==> src/rtl/universal_shift_register.sv <==
// rtl/universal_shift_register.sv - N-bit universal shift register with load, bidirectional shift and shift-progress counter
// Optional feature macro: USR_ROTATE_EN (adds the rotate input for circular shifts).
module universal_shift_register #(
    parameter int               WIDTH       = 8,
    parameter logic [WIDTH-1:0] RESET_VALUE = {WIDTH{1'b0}}
) (
    input  logic                       clock,
    input  logic                       not_clear,
    input  logic [1:0]                 mode,
    input  logic [WIDTH-1:0]           d,
    input  logic                       sin_right,
    input  logic                       sin_left,
`ifdef USR_ROTATE_EN
    input  logic                       rotate,
`endif
    output logic [WIDTH-1:0]           q,
    output logic                       sout_right,
    output logic                       sout_left,
    output logic [$clog2(WIDTH+1)-1:0] shift_count,
    output logic                       shift_done
);

    localparam int CW = $clog2(WIDTH+1);
    localparam logic [CW-1:0] COUNT_MAX  = CW'(WIDTH);
    localparam logic [CW-1:0] COUNT_LAST = CW'(WIDTH - 1);

    localparam logic [1:0] MODE_HOLD  = 2'b00;
    localparam logic [1:0] MODE_RIGHT = 2'b01;
    localparam logic [1:0] MODE_LEFT  = 2'b10;
    localparam logic [1:0] MODE_LOAD  = 2'b11;

    logic          fill_right;
    logic          fill_left;
    logic [CW-1:0] count_next;
    logic          done_next;

    always_comb begin
`ifdef USR_ROTATE_EN
        fill_right = rotate ? q[0]       : sin_right;
        fill_left  = rotate ? q[WIDTH-1] : sin_left;
`else
        fill_right = sin_right;
        fill_left  = sin_left;
`endif
        // Counter saturates at WIDTH; the pulse fires only on the WIDTH-1 -> WIDTH step.
        count_next = (shift_count == COUNT_MAX) ? COUNT_MAX : shift_count + 1'b1;
        done_next  = (shift_count == COUNT_LAST);
    end

    always_ff @(posedge clock) begin
        if (!not_clear) begin
            q           <= RESET_VALUE;
            shift_count <= '0;
            shift_done  <= 1'b0;
        end else begin
            case (mode)
                MODE_HOLD: begin
                    shift_done <= 1'b0;
                end
                MODE_RIGHT: begin
                    q           <= {fill_right, q[WIDTH-1:1]};
                    shift_count <= count_next;
                    shift_done  <= done_next;
                end
                MODE_LEFT: begin
                    q           <= {q[WIDTH-2:0], fill_left};
                    shift_count <= count_next;
                    shift_done  <= done_next;
                end
                MODE_LOAD: begin
                    q           <= d;
                    shift_count <= '0;
                    shift_done  <= 1'b0;
                end
                default: begin
                    shift_done <= 1'b0;
                end
            endcase
        end
    end

    assign sout_right = q[0];
    assign sout_left  = q[WIDTH-1];

endmodule

==> config.mk <==
export PLATFORM = sky130hd
export DESIGN_NAME = universal_shift_register
export DESIGN_NICKNAME = d
export VERILOG_FILES = /design/src/rtl/universal_shift_register.sv
export SDC_FILE = /design/constraint.sdc
export NUM_CORES = 1
export LEC_CHECK = 0
export BUFFER_PORTS_ARGS = -buffer_cell sky130_fd_sc_hd__buf_2
export CORE_MARGIN = 10
export CORE_UTILIZATION = 46
export DETAILED_ROUTE_END_ITERATION = 6
export GPL_ROUTABILITY_DRIVEN = 0
export PLACE_DENSITY_LB_ADDON = 0.15
export SKIP_CTS_REPAIR_TIMING = 1
export SLEW_MARGIN = 20
export SYNTH_ARGS = -nofsm -noshare
export SYNTH_HDL_FRONTEND = slang
export SYNTH_SLANG_ARGS = --single-unit
export TNS_END_PERCENT = 30
==> constraint.sdc <==
create_clock -name clock -period 1.4 [get_ports clock]
set_input_delay 0.14 -clock clock [delete_from_list [all_inputs] [get_ports clock]]
set_output_delay 0.14 -clock clock [all_outputs]
set_load 0.02 [all_outputs]
Yosys cells after proc, flatten, opt, wreduce, memory -nomap -nowiden
Cells that the tools add are included.

word-level totals
  register bits = 13
  logic and storage cells = 18
  output and inout port bits = 15
  input port bits = 14

cells by class
  multiplexer cells = 4
  $add $sub $neg = 1
  reductions and logical operators = 5
  equal/unequal tests = 5

operators with widths
  kind                   number
  $pmux W8 S3            1
  $pmux W4 S2            1
  $add A4 B1 Y4 const B  1
  $eq A2 B2 Y1 const B   2
  $eq A4 B3 Y1 const B   1
  $eq A4 B4 Y1 const B   1
  $mux W4                1
  $reduce_or A2 Y1       2
  $reduce_bool A3 Y1     1
  $eq A2 B1 Y1 const B   1
  $logic_not A2 Y1       1
  $pmux W1 S2            1
  $reduce_bool A2 Y1     1

Logic depth before layout (Yosys ltp)
  depth after elaboration = 3
  depth in mapped cells = 5
  gate-level depth less buffers = 5

Worst setup path before layout
Ideal clock, no wire load.

  path type = register to register
  start point = register shift_count[0]
  end point = register shift_count[1]
  library setup time = 115 ps
  cell stages (with the launch flop) = 6
  path slack = 92 ps
  data required time = 1285 ps
  data arrival time = 1193 ps
  buffers on the path = 0
  clock period less this slack = 1308 ps
  cells stage by stage = dfxtp_1 inv_1 ha_1 mux2i_1 o21ai_0 and2_1

between the ends
  cells in the longest elaborated chain, start to end = 3
  elaborated cells on any way between the ends = 4
  those cells by class = 1 x add/sub; 1 x eq/ne; 2 x mux

ends and longest elaborated chain
  what                                           line  RTL
  from (decl)                                    19    output logic [$clog2(WIDTH+1)-1:0] shift_count,
  from (signal assigned)                         62    shift_count <= count_next;
  from (signal assigned)                         67    shift_count <= count_next;
  $add A4 B1 Y4 or $eq A4 B4 Y1 (tied branches)  46    count_next = (shift_count == COUNT_MAX) ? COUNT_MAX : shift_count + 1'b1;
  $mux W4 *                                      46
  $pmux W4 S2 *                                  56    case (mode)

Every way passes the cells marked *; elsewhere a longest branch is shown, timed or not.
A chain may end at the register's enable or synchronous reset.

Worst setup path in the final report
Ends and elaborated chain as after synthesis.

==> results by group <==
Status
  – Status: finished, final reports clean

Timing
  – RSZ-0062 raised after global routing: false
  – Max Clk Rate: 785 MHz
  – Max Slew Vio Count: 0
  – Worst-Margin Slew: 0.343 ns
  – # setup viols final: 0
  – Final period util: 91.0%
  – Final hold vios: 0
  – Worst Clk Skew: 0.00103 ns
  – Max-slew headroom: 77.2%
  – Setup tns final: 0 ns
  – Tmin final: 1.27 ns

Critical path
  – CP delay by family, top: flip-flops
  – RR Startpoint: shift_count[0]
  – Crit end category: flip-flop
  – Slowest cell on crit path: dfxtp_1
  – Worst Setup Start Kind: flip-flop
  – R2r setup slk: 0.13 ns
  – Crit path depth: 5
  – CP Class: reg2reg
  – Reg2Reg Depth: 5
  – R2r endpoint: shift_count[1]
  – Worst EP required: 1.57 ns
  – CP Max Fanout: 7
  – CP peak stage delay: 0.44 ns
  – Cells along the critical path: inv_1 -> ha_1 -> mux2i_1 -> o21ai_0 -> and2_1
  – Critical path arrival: 1.44 ns
  – CP bufs+invs: 1

Power
  – PwrDens: 955 mW/mm²
  – Worst VDD drop: 0.000586 V
  – Overall power: 819 µW
  – Leakage: 0.396 nW

Routing
  – DR pass1 iterations: 4
  – Routed via count: 548
  – Final wirelength: 1.68 mm
  – DRT iter0 DRCs: 13
  – Via density: 5.37
  – Final ANT Viol Nets: 0
  – Post-DR wirelength/cell: 16.4 µm
  – # DRC: 0

Clock network
  – CTS tree: done
  – Clock transition at path regs: 0.08 ns
  – Deepest clock path buffer count: 2
  – Clock latency on the worst-skew pair: 0.27 ns
  – Clk sink count: 13
  – H-tree depth: 1
  – Root buffer cell: clkbuf_4
  – CTS buffer count: 3

Synthesis
  – Synth Area per Inst: 12.1 µm²
  – Synth area leaders: dfxtp_1 36%, mux4_2 25%, and2_1 7.8%
  – Cell with the most instances after synthesis: dfxtp_1
  – Cell area after synthesis: 723 µm²
  – Synth Flop Type: dfxtp_1
  – Sequential-to-total area share from yosys stat: 36.0%
  – Synth top cells by count: 13 x dfxtp_1, 9 x and2_1, 8 x mux4_2
  – Netlist cell types: 22
  – Post-Syn Nets: 76
  – FF+latch count, synth: 13
  – Mapped Cells: 60
  – Yosys top cell by area: dfxtp_1
  – Post-synth EDFFs: 0
  – YS warnings: 0
  – Area share of the largest cell type after synthesis: 36.0%
  – Async S/R FF share, synth: 0%

Layout
  – Antenna Cells: 0
  – Nets: 103
  – Share of layout cells above drive strength 1: 50.0%
  – Fillers: 133
  – Area grow syn2layout: 18.5%

Hold path
  – Hold depth: 3
  – Worst hold path type: in2reg
  – Hold Path End: shift_count[3]
  – HP Start: not_clear

Global routing
  – Maximum number of pins on one net before global-route repair: 16
  – Number of global-route vias before repair: 525
  – Total GRT Usage: 8.98%
  – Initial antenna violation count: 0
  – First-pass GRT wire length: 2.45 mm
  – GRT Residual Overflow: 0

Floorplan
  – Die width: 59.7 µm
  – Row cnt: 14
  – Die area: 0.00356 mm²
  – Initial Utilization: 48.6%
  – CORE AREA: 0.00149 mm²
  – Die height: 59.7 µm
  – Num ports: 29

Place
  – Post-DP HPWL: 1.32 mm
  – IO buf count: 28

Flow run
  – Max-cap viol count: 0
## registers in the layout (all words and copies together) (netlist names)
| name | cells |
|---|---|
| shift_done | 1 |
| q | 8 |
| shift_count | 4 |
## report_power, final
| group | internal [mW] | switching, mW | leakage (nW) |
|---|---|---|---|
| Clock | 0.110 | 0.122 | 0.0150 |
| Combinational | 0.0881 | 0.0863 | 0.275 |
| Sequential | 0.390 | 0.0226 | 0.106 |
| Total | 0.588 | 0.231 | 0.396 |
## routing by layer
metal | GRT usage [%] | wire length [µm] | vias up
li1 | - | - | 272
met1 | 10.9 | 708 | 255
met2 | 12.8 | 760 | 19
met3 | 4.87 | 191 | 2
met4 | 3.85 | 14 | 0
met5 | 0 | 0 | -
## worst reg2reg max path: stages (launching register included)
cell and delay, ns:
dfxtp_1 0.44, inv_1 0.07, ha_1 0.30, mux2i_1 0.12
o21ai_0 0.07, and2_1 0.17
## area by class of cell
class / instances / area, µm² / share of cell area (%)
sequential: 13 / 260 / 30.4
multi-input combinational: 38 / 395 / 46.1
timing repair buffer: 29 / 148 / 17.2
tap: 16 / 20.0 / 2.34
inverter: 2 / 7.51 / 0.876
clock buffer: 4 / 26.3 / 3.07
## worst max-delay path by stage
stage                               from             end
after global placement           mode[0]            q[5]
final                     shift_count[0]  shift_count[1]
after CTS                 shift_count[0]  shift_count[1]
after floorplan           shift_count[0]  shift_count[1]
after global routing      shift_count[0]  shift_count[1]
after detailed placement         mode[0]            q[2]
## logic make-up (layout without fill, tap and decap cells)
group / Yosys count / in the layout / share of synthesized area (%)
compound gates: 7 / 7 / 6.58
xor+xnor: 1 / 1 / 1.21
fa+ha+maj: 3 / 3 / 5.02
buf+inv: 9 / 35 / 9.34
flops: 13 / 13 / 36.0
mux: 9 / 9 / 26.3
simple gates: 18 / 18 / 15.6
## through the flow
stage               instance area, µm²  setup slack, ns  cells  hold WS (ns)  util [%]
detailed placement                 831           0.0924     98         0.501      55.8
global route                       857           0.0199    102         0.216      57.6
global placement                   831            0.153     98         0.496      55.8
finish                             857            0.126    102         0.220      57.6
CTS                                857            0.114    102         0.216      57.6
floorplan                          723           0.0917     60         0.297         -
## layout by cell type, fill, tap and decap left out, drive strengths merged, types with 2 or more instances in the layout
cell    synthesis  final
clkbuf          1      4
ha              2      2
inv             2      2
and2            9      9
dfxtp          13     13
o21ai           2      2
nand3b          2      2
mux4            8      8
nand2           4      4
buf             6     29
Note: power is estimated with default switching activity, not from simulation.
